File: src/rtl/nap_alarm_scheduler.sv
// Power-nap alarm scheduler: counts a nap down on a divided one-second tick, then runs the alarm sequencer's start/stop.
// Optional NAP_PRE_ALARM_EN adds a pre_alarm output for the last PRE_SEC seconds of a countdown.
//
// state  | meaning
// IDLE   | nothing armed, waiting for set_pulse
// COUNT  | counting down the nap duration
// SNOOZE | counting down the snooze reload
// RING   | sequencer running, waiting for stop/snooze/timeout
module nap_alarm_scheduler #(
  parameter int CLK_DIV          = 50000000,
  parameter int NAP_W            = 16,
  parameter int SNOOZE_SEC       = 300,
  parameter int RING_TIMEOUT_SEC = 60,
  parameter int MAX_SNOOZE       = 3,
  parameter int PRE_SEC          = 10
) (
  input  logic             clock,
  input  logic             reset,
  input  logic             set_pulse,
  input  logic [NAP_W-1:0] nap_sec,
  input  logic             cancel,
  input  logic             stop_btn,
  input  logic             snooze_btn,
  output logic             alarm_start,
  output logic             alarm_stop,
  output logic             ringing,
  output logic             armed,
  output logic [NAP_W-1:0] remaining,
  output logic [2:0]       snooze_cnt
`ifdef NAP_PRE_ALARM_EN
  ,
  output logic             pre_alarm
`endif
);

  localparam int PW = (CLK_DIV > 2) ? $clog2(CLK_DIV) : 1;
  localparam int RW = (RING_TIMEOUT_SEC > 1) ? $clog2(RING_TIMEOUT_SEC + 1) : 1;

  typedef enum logic [1:0] {IDLE, COUNT, SNOOZE, RING} state_t;

  state_t           state, state_nx;
  logic [PW-1:0]    presc;
  logic [RW-1:0]    ring_cnt, ring_nx;
  logic [NAP_W-1:0] rem_nx;
  logic [2:0]       snz_nx;
  logic             start_nx, stop_nx;
  logic             tick, snz_ok;

  assign tick   = (state != IDLE) && (presc == PW'(CLK_DIV - 1));
  assign snz_ok = snooze_cnt < 3'(MAX_SNOOZE);

  always_comb begin
    state_nx = state;
    rem_nx   = remaining;
    snz_nx   = snooze_cnt;
    ring_nx  = ring_cnt;
    start_nx = 1'b0;
    stop_nx  = 1'b0;
    case (state)
      IDLE: begin
        if (set_pulse && (nap_sec != '0)) begin
          state_nx = COUNT;
          rem_nx   = nap_sec;
          snz_nx   = '0;
        end
      end
      COUNT, SNOOZE: begin
        if (cancel) begin
          state_nx = IDLE;
          rem_nx   = '0;
        end else if (tick) begin
          if (remaining == NAP_W'(1)) begin
            state_nx = RING;
            rem_nx   = '0;
            ring_nx  = '0;
            start_nx = 1'b1;
          end else if (remaining != '0) begin
            rem_nx = remaining - NAP_W'(1);
          end
        end
      end
      RING: begin
        // Decisions wait one cycle after entry so stop never follows start back-to-back.
        if (!alarm_start) begin
          if (stop_btn) begin
            state_nx = IDLE;
            stop_nx  = 1'b1;
          end else if (snooze_btn && snz_ok) begin
            state_nx = SNOOZE;
            rem_nx   = NAP_W'(SNOOZE_SEC);
            snz_nx   = snooze_cnt + 3'd1;
            stop_nx  = 1'b1;
          end else if (tick) begin
            if (ring_cnt == RW'(RING_TIMEOUT_SEC - 1)) begin
              stop_nx = 1'b1;
              if (snz_ok) begin
                state_nx = SNOOZE;
                rem_nx   = NAP_W'(SNOOZE_SEC);
                snz_nx   = snooze_cnt + 3'd1;
              end else begin
                state_nx = IDLE;
              end
            end else begin
              ring_nx = ring_cnt + RW'(1);
            end
          end
        end
      end
      default: state_nx = IDLE;
    endcase
  end

  always_ff @(posedge clock) begin
    if (reset) begin
      state       <= IDLE;
      presc       <= '0;
      ring_cnt    <= '0;
      remaining   <= '0;
      snooze_cnt  <= '0;
      alarm_start <= 1'b0;
      alarm_stop  <= 1'b0;
      ringing     <= 1'b0;
      armed       <= 1'b0;
    end else begin
      state       <= state_nx;
      ring_cnt    <= ring_nx;
      remaining   <= rem_nx;
      snooze_cnt  <= snz_nx;
      alarm_start <= start_nx;
      alarm_stop  <= stop_nx;
      ringing     <= (state_nx == RING);
      armed       <= (state_nx == COUNT) || (state_nx == SNOOZE);
      if ((state_nx != state) || tick) begin
        presc <= '0;
      end else if (state != IDLE) begin
        presc <= presc + PW'(1);
      end
    end
  end

`ifdef NAP_PRE_ALARM_EN
  logic pre_nx;
  assign pre_nx = ((state_nx == COUNT) || (state_nx == SNOOZE)) &&
                  (rem_nx != '0) && (int'(rem_nx) <= PRE_SEC);

  always_ff @(posedge clock) begin
    if (reset) begin
      pre_alarm <= 1'b0;
    end else begin
      pre_alarm <= pre_nx;
    end
  end
`endif

endmodule

File: config.mk
export PLATFORM = sky130hd
export DESIGN_NAME = nap_alarm_scheduler
export DESIGN_NICKNAME = d
export VERILOG_FILES = /design/src/rtl/nap_alarm_scheduler.sv
export SDC_FILE = /design/constraint.sdc
export NUM_CORES = 1
export LEC_CHECK = 0
export ABC_AREA = 1
export CAP_MARGIN = 20
export CORE_MARGIN = 1
export CORE_UTILIZATION = 51
export CTS_CLUSTER_DIAMETER = 40
export DETAILED_ROUTE_END_ITERATION = 10
export PLACE_DENSITY = 0.77
export SETUP_SLACK_MARGIN = 0.3
export SLEW_MARGIN = 20
export SYNTH_ARGS = -nofsm -noshare
export SYNTH_HDL_FRONTEND = slang
export SYNTH_SLANG_ARGS = --single-unit
File: constraint.sdc
create_clock -name clock -period 2.1 [get_ports clock]
set_input_delay 0.315 -clock clock [delete_from_list [all_inputs] [get_ports clock]]
set_output_delay 0.315 -clock clock [all_outputs]
set_load 0.005 [all_outputs]
==> run summary, run 1 <==
status = complete, no violations
syn_nets = 527
port bufs = 44
worst-case clock skew = 0.004017 ns
Placed Area = 0.004392 mm^2
Final Hold Fails = 0
Antenna Violating Nets Remaining = 0
Final Max Tran Viols = 0
first-pass GRT wire length = 15950 um
Synth Area in Simple Gates = 37.95%
Clk pin slew, worst setup/hold paths = 0.07 ns
Pwr Density = 1389 mW/mm^2
Critical Path AT = 2.30 ns
Starting Density = 53.19%
Crit Path Category = flop to flop
element type at the critical path end = flop
hold path depth = 2
Hold WS = 0.5170 ns
root buffer cell = clkbuf_8
most frequent cells in the layout = 60 x nand2_1, 51 x nor2_1, 49 x inv_1, 48 x dfxtp_1, 44 x clkdlybuf4s50_1
final WL = 10380 um
total power = 0.007144 W
Startpoint Class = flop
Hold Buf Count CTS = 0
Clock Path Buffers = 2
Num CTS Buffers = 9
Final Cycle Share = 96.72%
total clock sinks = 57
largest family of logic cells by synthesized area = simple AND/OR/NAND/NOR gates
die area = 0.007506 mm^2
Via density = 5.401
Non-Filler Instances = 679
fin crit period = 2.031 ns
compound-cell area share of the yosys netlist = 9.041%
drt first pass iters = 5
width of the die = 86.64 um
area grow syn2layout = 40.82%
area of the core = 0.006869 mm^2
DR WL/cell = 15.28 um
Synth Flop Type = dfxtp_1
detailed-route via count = 3667
layout cells sized above 1 = 33.10%
die height = 86.64 um
Post-Synth Adder-Cell Area = 3.425%
largest net degree at the start of global routing = 19
gpl congestion = 0.8703
register area share after synthesis = 31.23%
FP Rows = 30
reg2reg path depth = 13
RSZ-0062 raised after global routing = true
TritonCTS clock tree = done
First DRT Iteration DRCs = 244
htree depth = 3
peak supply drop = 852.1 uV
# IOs = 45
Yosys reg bits = 57
multiplexer share of the synthesized area = 0.2740%
Unique masters post-synth = 41
yosys warns = 0
Total GRT Usage = 27.63%
Async S/R FF share, synth = 0%
fin nets = 610
initial antenna violation count = 0
Max-cap violations = 0
HP Class = flop to flop
DP Wirelength = 6790 um
WP data required = 2.37 ns
Leak Pwr = 2.015 nW
EDFF count, synth = 0
most common cell after layout, fill and taps aside = nand2_1
worst reg-to-reg setup slack = 0.07 ns
Clock Latency Late Sink = 0.34 ns
vias in the first global route = 3297
final setup margin = 0.06887 ns
Tightest Pin Transition = 0.4091 ns
Synth area leader = dfxtp_1
GRT overflow = 0
Cells after DPL = 645
Max Fanout on Critical Path = 8
Post-Syn Instances = 495
achievable frequency = 492.3 MHz
mapped cell area = 0.003654 mm^2
Post-Place Setup Slack = -0.04701 ns
syn_area_per_cell = 7.381 um^2
XOR/XNOR Fraction of Synth Area = 9.110%
DRC Markers = 0
top cell type's share of synthesized area = 31.23%
synth top area cells = dfxtp_1 31%, nand2_1 7.1%, xor2_1 7.0%
finished layout cell area = 0.005145 mm^2
Rel. slew slack = 72.48%
final setup vio count = 0
Antenna Cells = 0
-- worst max-delay path: stages, from the launching register on --
cell	delay [ns]
dfxtp_4	0.37
ha_2	0.18
nand3_1	0.13
nor2_4	0.17
nand2_1	0.07
nand3b_1	0.20
nand3_1	0.13
nand2_2	0.06
nand2_2	0.09
nand2_2	0.07
nand2_2	0.08
nand2_4	0.10
buf_12	0.17
nor3_2	0.14
-- synthesized netlist by cell type (5+ instances only) --
master / instances
a21oi_1: 26
buf_6: 5
dfxtp_1: 57
ha_1: 10
inv_1: 55
nand2_1: 69
nand2_2: 13
nand3_1: 22
nand3_2: 6
nand4_1: 10
nor2_1: 64
nor2_2: 6
nor2_4: 7
nor3_1: 18
nor3_2: 23
o21ai_0: 25
xnor2_1: 9
xor2_1: 29
-- cells by family after synthesis --
group	Yosys count
and+or+nand+nor	253
muxes	1
DFF	57
AOI/OAI and AO/OA	62
xor gates and xnor gates	38
adders and majority gates	10
buffers and inverters	74
-- through the flow --
stage / util (%) / TNS, ns
floorplan: - / 0
detailed placement: 63.93 / -0.1855
global route: 74.90 / -0.2239
global placement: 63.93 / 0
CTS: 70.62 / 0
finish: 74.90 / 0
-- final cells by class --
| type | count | area [um^2] |
|---|---|---|
| Fill cell | 493 | 1724 |
| Clock inverter | 6 | 130.1 |
| Timing Repair Buffer | 85 | 854.6 |
| Sequential cell | 57 | 1157 |
| Multi-Input combinational cell | 364 | 2505 |
| Tap cell | 96 | 120.1 |
| Clock buffer | 10 | 127.6 |
| Inverter | 61 | 250.2 |
-- sequential cells by signal, indices dropped and copies added (netlist names) --
register / count
alarm_stop: 1
state: 2
armed: 1
snooze_cnt: 3
presc: 26
remaining: 16
ringing: 1
ring_cnt: 6
alarm_start: 1
-- final timing paths --
| check | from | end |
|---|---|---|
| worst min-delay path | ring_cnt[4]$_SDFFE_PP0P_ | ring_cnt[4]$_SDFFE_PP0P_ |
| worst min register to register | ring_cnt[4]$_SDFFE_PP0P_ | ring_cnt[4]$_SDFFE_PP0P_ |
| worst max register to register | ring_cnt[0]$_SDFFE_PP0P_ | presc[4]$_SDFFE_PP0P_ |
| worst max-delay path | ring_cnt[0]$_SDFFE_PP0P_ | presc[4]$_SDFFE_PP0P_ |
-- routing by layer --
| layer | track usage (%) | up-vias | wire (um) |
|---|---|---|---|
| met4 | 9.545 | 0 | 186 |
| li1 | - | 1777 | - |
| met2 | 43.87 | 132 | 4943 |
| met3 | 4.095 | 19 | 494 |
| met5 | 0 | - | 0 |
| met1 | 38.30 | 1739 | 4752 |
-- power breakdown --
part | switching, W | internal (W)
Sequential | 0.000318 | 0.00131
Combinational | 0.00228 | 0.00187
Clock | 0.000463 | 0.000905
-- timing repair --
item	in CTS	in global routing
gates resized for setup	41	62
endpoints found under the setup margin	52	53
pin swaps	7	19
gates cloned	1	1
setup buffers	9	7
endpoints found under the hold margin	0	0
(Power assumes the default switching activity.)
==> run 2: changes to the inputs <==
- MAX_ROUTING_LAYER: default -> met4
==> run 2 against run 1 <==
Critical path depth stayed put. Wire length decreased by 1.1%. Clock skew about the same. Sequential power about the same. Maximum frequency rose by 0.86%. Hold slack lost 0.020 ns. Final area is 0.75% lower. Via count is 0.85% lower. Critical path type unchanged. Highest routed layer unchanged.
==> run summary, run 2 (synthesis results as in run 1) <==
Cells after DPL = 645 (unchanged)
# IOs = 45 (unchanged)
Critical Path AT = 2.29 ns (about the same)
layout cells sized above 1 = 31.73% (-1.4 points)
Final Hold Fails = 0 (unchanged)
area of the core = 0.006869 mm^2 (unchanged)
fin crit period = 2.014 ns (-0.01724 ns)
DR WL/cell = 15.12 um (-1.1%)
detailed-route via count = 3636 (-0.85%)
drt first pass iters = 4 (-1)
RSZ-0062 raised after global routing = true
FILL cells = 506 (+2.6%)
most common cell after layout, fill and taps aside = nand2_1
Non-Filler Instances = 679 (unchanged)
initial antenna violation count = 0 (unchanged)
final setup vio count = 0 (unchanged)
GRT overflow = 0 (unchanged)
vias in the first global route = 3305 (+0.24%)
fin nets = 610 (unchanged)
element type at the critical path end = flop
Antenna Cells = 0 (unchanged)
CP max stage cell = dfxtp_4
largest net degree at the start of global routing = 19 (unchanged)
Clock Latency Late Sink = 0.34 ns (about the same)
achievable frequency = 496.6 MHz (+0.86%)
Max Fanout on Critical Path = 8 (unchanged)
htree depth = 3 (unchanged)
Starting Density = 53.19% (unchanged)
CP peak stage delay = 0.37 ns (about the same)
WP data required = 2.37 ns (about the same)
Max-cap violations = 0 (unchanged)
First DRT Iteration DRCs = 291 (+19%)
Hold WS = 0.4967 ns (-0.02037 ns)
Critical Path, Cell by Cell = ha_2 -> nand3_1 -> nor2_4 -> nand2_1 -> nand3b_1 -> nand3_1 -> nand2_2 -> nand2_2 -> nand2_2 -> nand2_2 -> nand2_4 -> buf_12 -> nor3_2
Num CTS Buffers = 9 (unchanged)
Final Max Tran Viols = 0 (unchanged)
Final Cycle Share = 95.90% (-0.82 points)
final WL = 10270 um (-1.1%)
final core occ = 74.34% (-0.56 points)
Leak Pwr = 2.012 nW (-0.19%)
most frequent cells in the layout = 60 x nand2_1, 53 x nor2_1, 49 x inv_1, 48 x dfxtp_1, 44 x clkdlybuf4s50_1
area grow syn2layout = 39.76%
crit-path most repeated cell = nand2_2
DRC Markers = 0 (unchanged)
port bufs = 44 (unchanged)
Clk pin slew, worst setup/hold paths = 0.07 ns (about the same)
Crit Path Category = flop to flop
register area = 0.001157 mm^2 (unchanged)
FP Rows = 30 (unchanged)
Total GRT Usage = 28.44% (+0.80 points)
Pwr Density = 1387 mW/mm^2 (-0.14%)
TritonCTS clock tree = done
gpl congestion = 0.8845 (+1.6%)
top flop regs = presc x26, remaining x16, ring_cnt x6
Clock Path Buffers = 2 (unchanged)
DP Wirelength = 6790 um (unchanged)
width of the die = 86.64 um (unchanged)
setup TNS = 0 ns (unchanged)
Antenna Violating Nets Remaining = 0 (unchanged)
die area = 0.007506 mm^2 (unchanged)
total clock sinks = 57 (unchanged)
peak supply drop = 847.5 uV (-0.54%)
Hold Buf Count CTS = 0 (unchanged)
die height = 86.64 um (unchanged)
root buffer cell = clkbuf_8
worst-case clock skew = 0.004094 ns (+0.00007691 ns)
max FFs per register = 26 (unchanged)
first-pass GRT wire length = 15950 um (unchanged)
HP Class = flop to flop
Top reg by flops = presc
Startpoint Class = flop
Tightest Pin Transition = 0.4127 ns (+0.003580 ns)
Via density = 5.355 (-0.85%)
Rel. slew slack = 72.24% (-0.24 points)
status = complete, no violations
footprint of the multi-input gates = 0.002470 mm^2 (-1.4%)
-- run 2: metal layers --
layer	global-route usage (%)	routed length, um	part of all wire (%)	up-vias
met2	43.87	4889	48	118
met4	9.545	208	2.0	0
met3	4.095	503	4.9	22
li1	-	-	-	1779
met5	-	0	0	-
met1	38.24	4665	45	1717
-- run 2: worst max-delay path, delay by kind of cell (launching register included) --
kind / cells / cell delay [ns]
simple gates: 11 / 1.21
flops: 1 / 0.37
fa+ha+maj: 1 / 0.18
buf+inv: 1 / 0.17
-- run 2: worst paths after layout --
kind	startpoint	endpoint	slack (ns)	cells past startpoint
worst min-delay path	ring_cnt[4]$_SDFFE_PP0P_	ring_cnt[4]$_SDFFE_PP0P_	0.50	2
worst max register to register	ring_cnt[0]$_SDFFE_PP0P_	presc[4]$_SDFFE_PP0P_	0.09	13
worst max-delay path	ring_cnt[0]$_SDFFE_PP0P_	presc[4]$_SDFFE_PP0P_	0.09	13
worst min register to register	ring_cnt[4]$_SDFFE_PP0P_	ring_cnt[4]$_SDFFE_PP0P_	0.50	2
-- run 2: area by class of cell --
class / count / area share [%]
Tap cell: 96 / 2.352
Clock inverter: 6 / 2.548
Multi-Input combinational cell: 364 / 48.37
Timing Repair Buffer: 85 / 16.66
Clock buffer: 10 / 2.499
Sequential cell: 57 / 22.67
Inverter: 61 / 4.901
-- run 2: what timing repair did --
| action | 4_1_cts | 5_1_grt |
|---|---|---|
| pin swaps | 7 | 19 |
| buffers inserted | 9 | 7 |
| gates cloned | 1 | 1 |
| resized for setup | 41 | 50 |
| endpoints found under the setup margin | 52 | 53 |
-- run 2: where the power goes --
| part | total [W] | switching [W] | internal (W) | leakage [nW] |
|---|---|---|---|---|
| Sequential | 0.00162 | 0.000307 | 0.00131 | 0.468 |
| Clock | 0.00137 | 0.000464 | 0.000905 | 0.130 |
| Combinational | 0.00410 | 0.00225 | 0.00185 | 1.41 |
| Total | 0.00708 | 0.00302 | 0.00406 | 2.01 |
-- run 2: per-stage QoR --
step                      total power [W]  setup WS (ns)  instance area (um^2)
final                            0.007080        0.08611                  5106
after global routing             0.007471       -0.03335                  5106
after CTS                        0.006588         0.1609                  4851
after detailed placement         0.004872       -0.04701                  4392
after global placement           0.004814        0.02717                  4392
after floorplan                  0.003717         0.2125                  3709
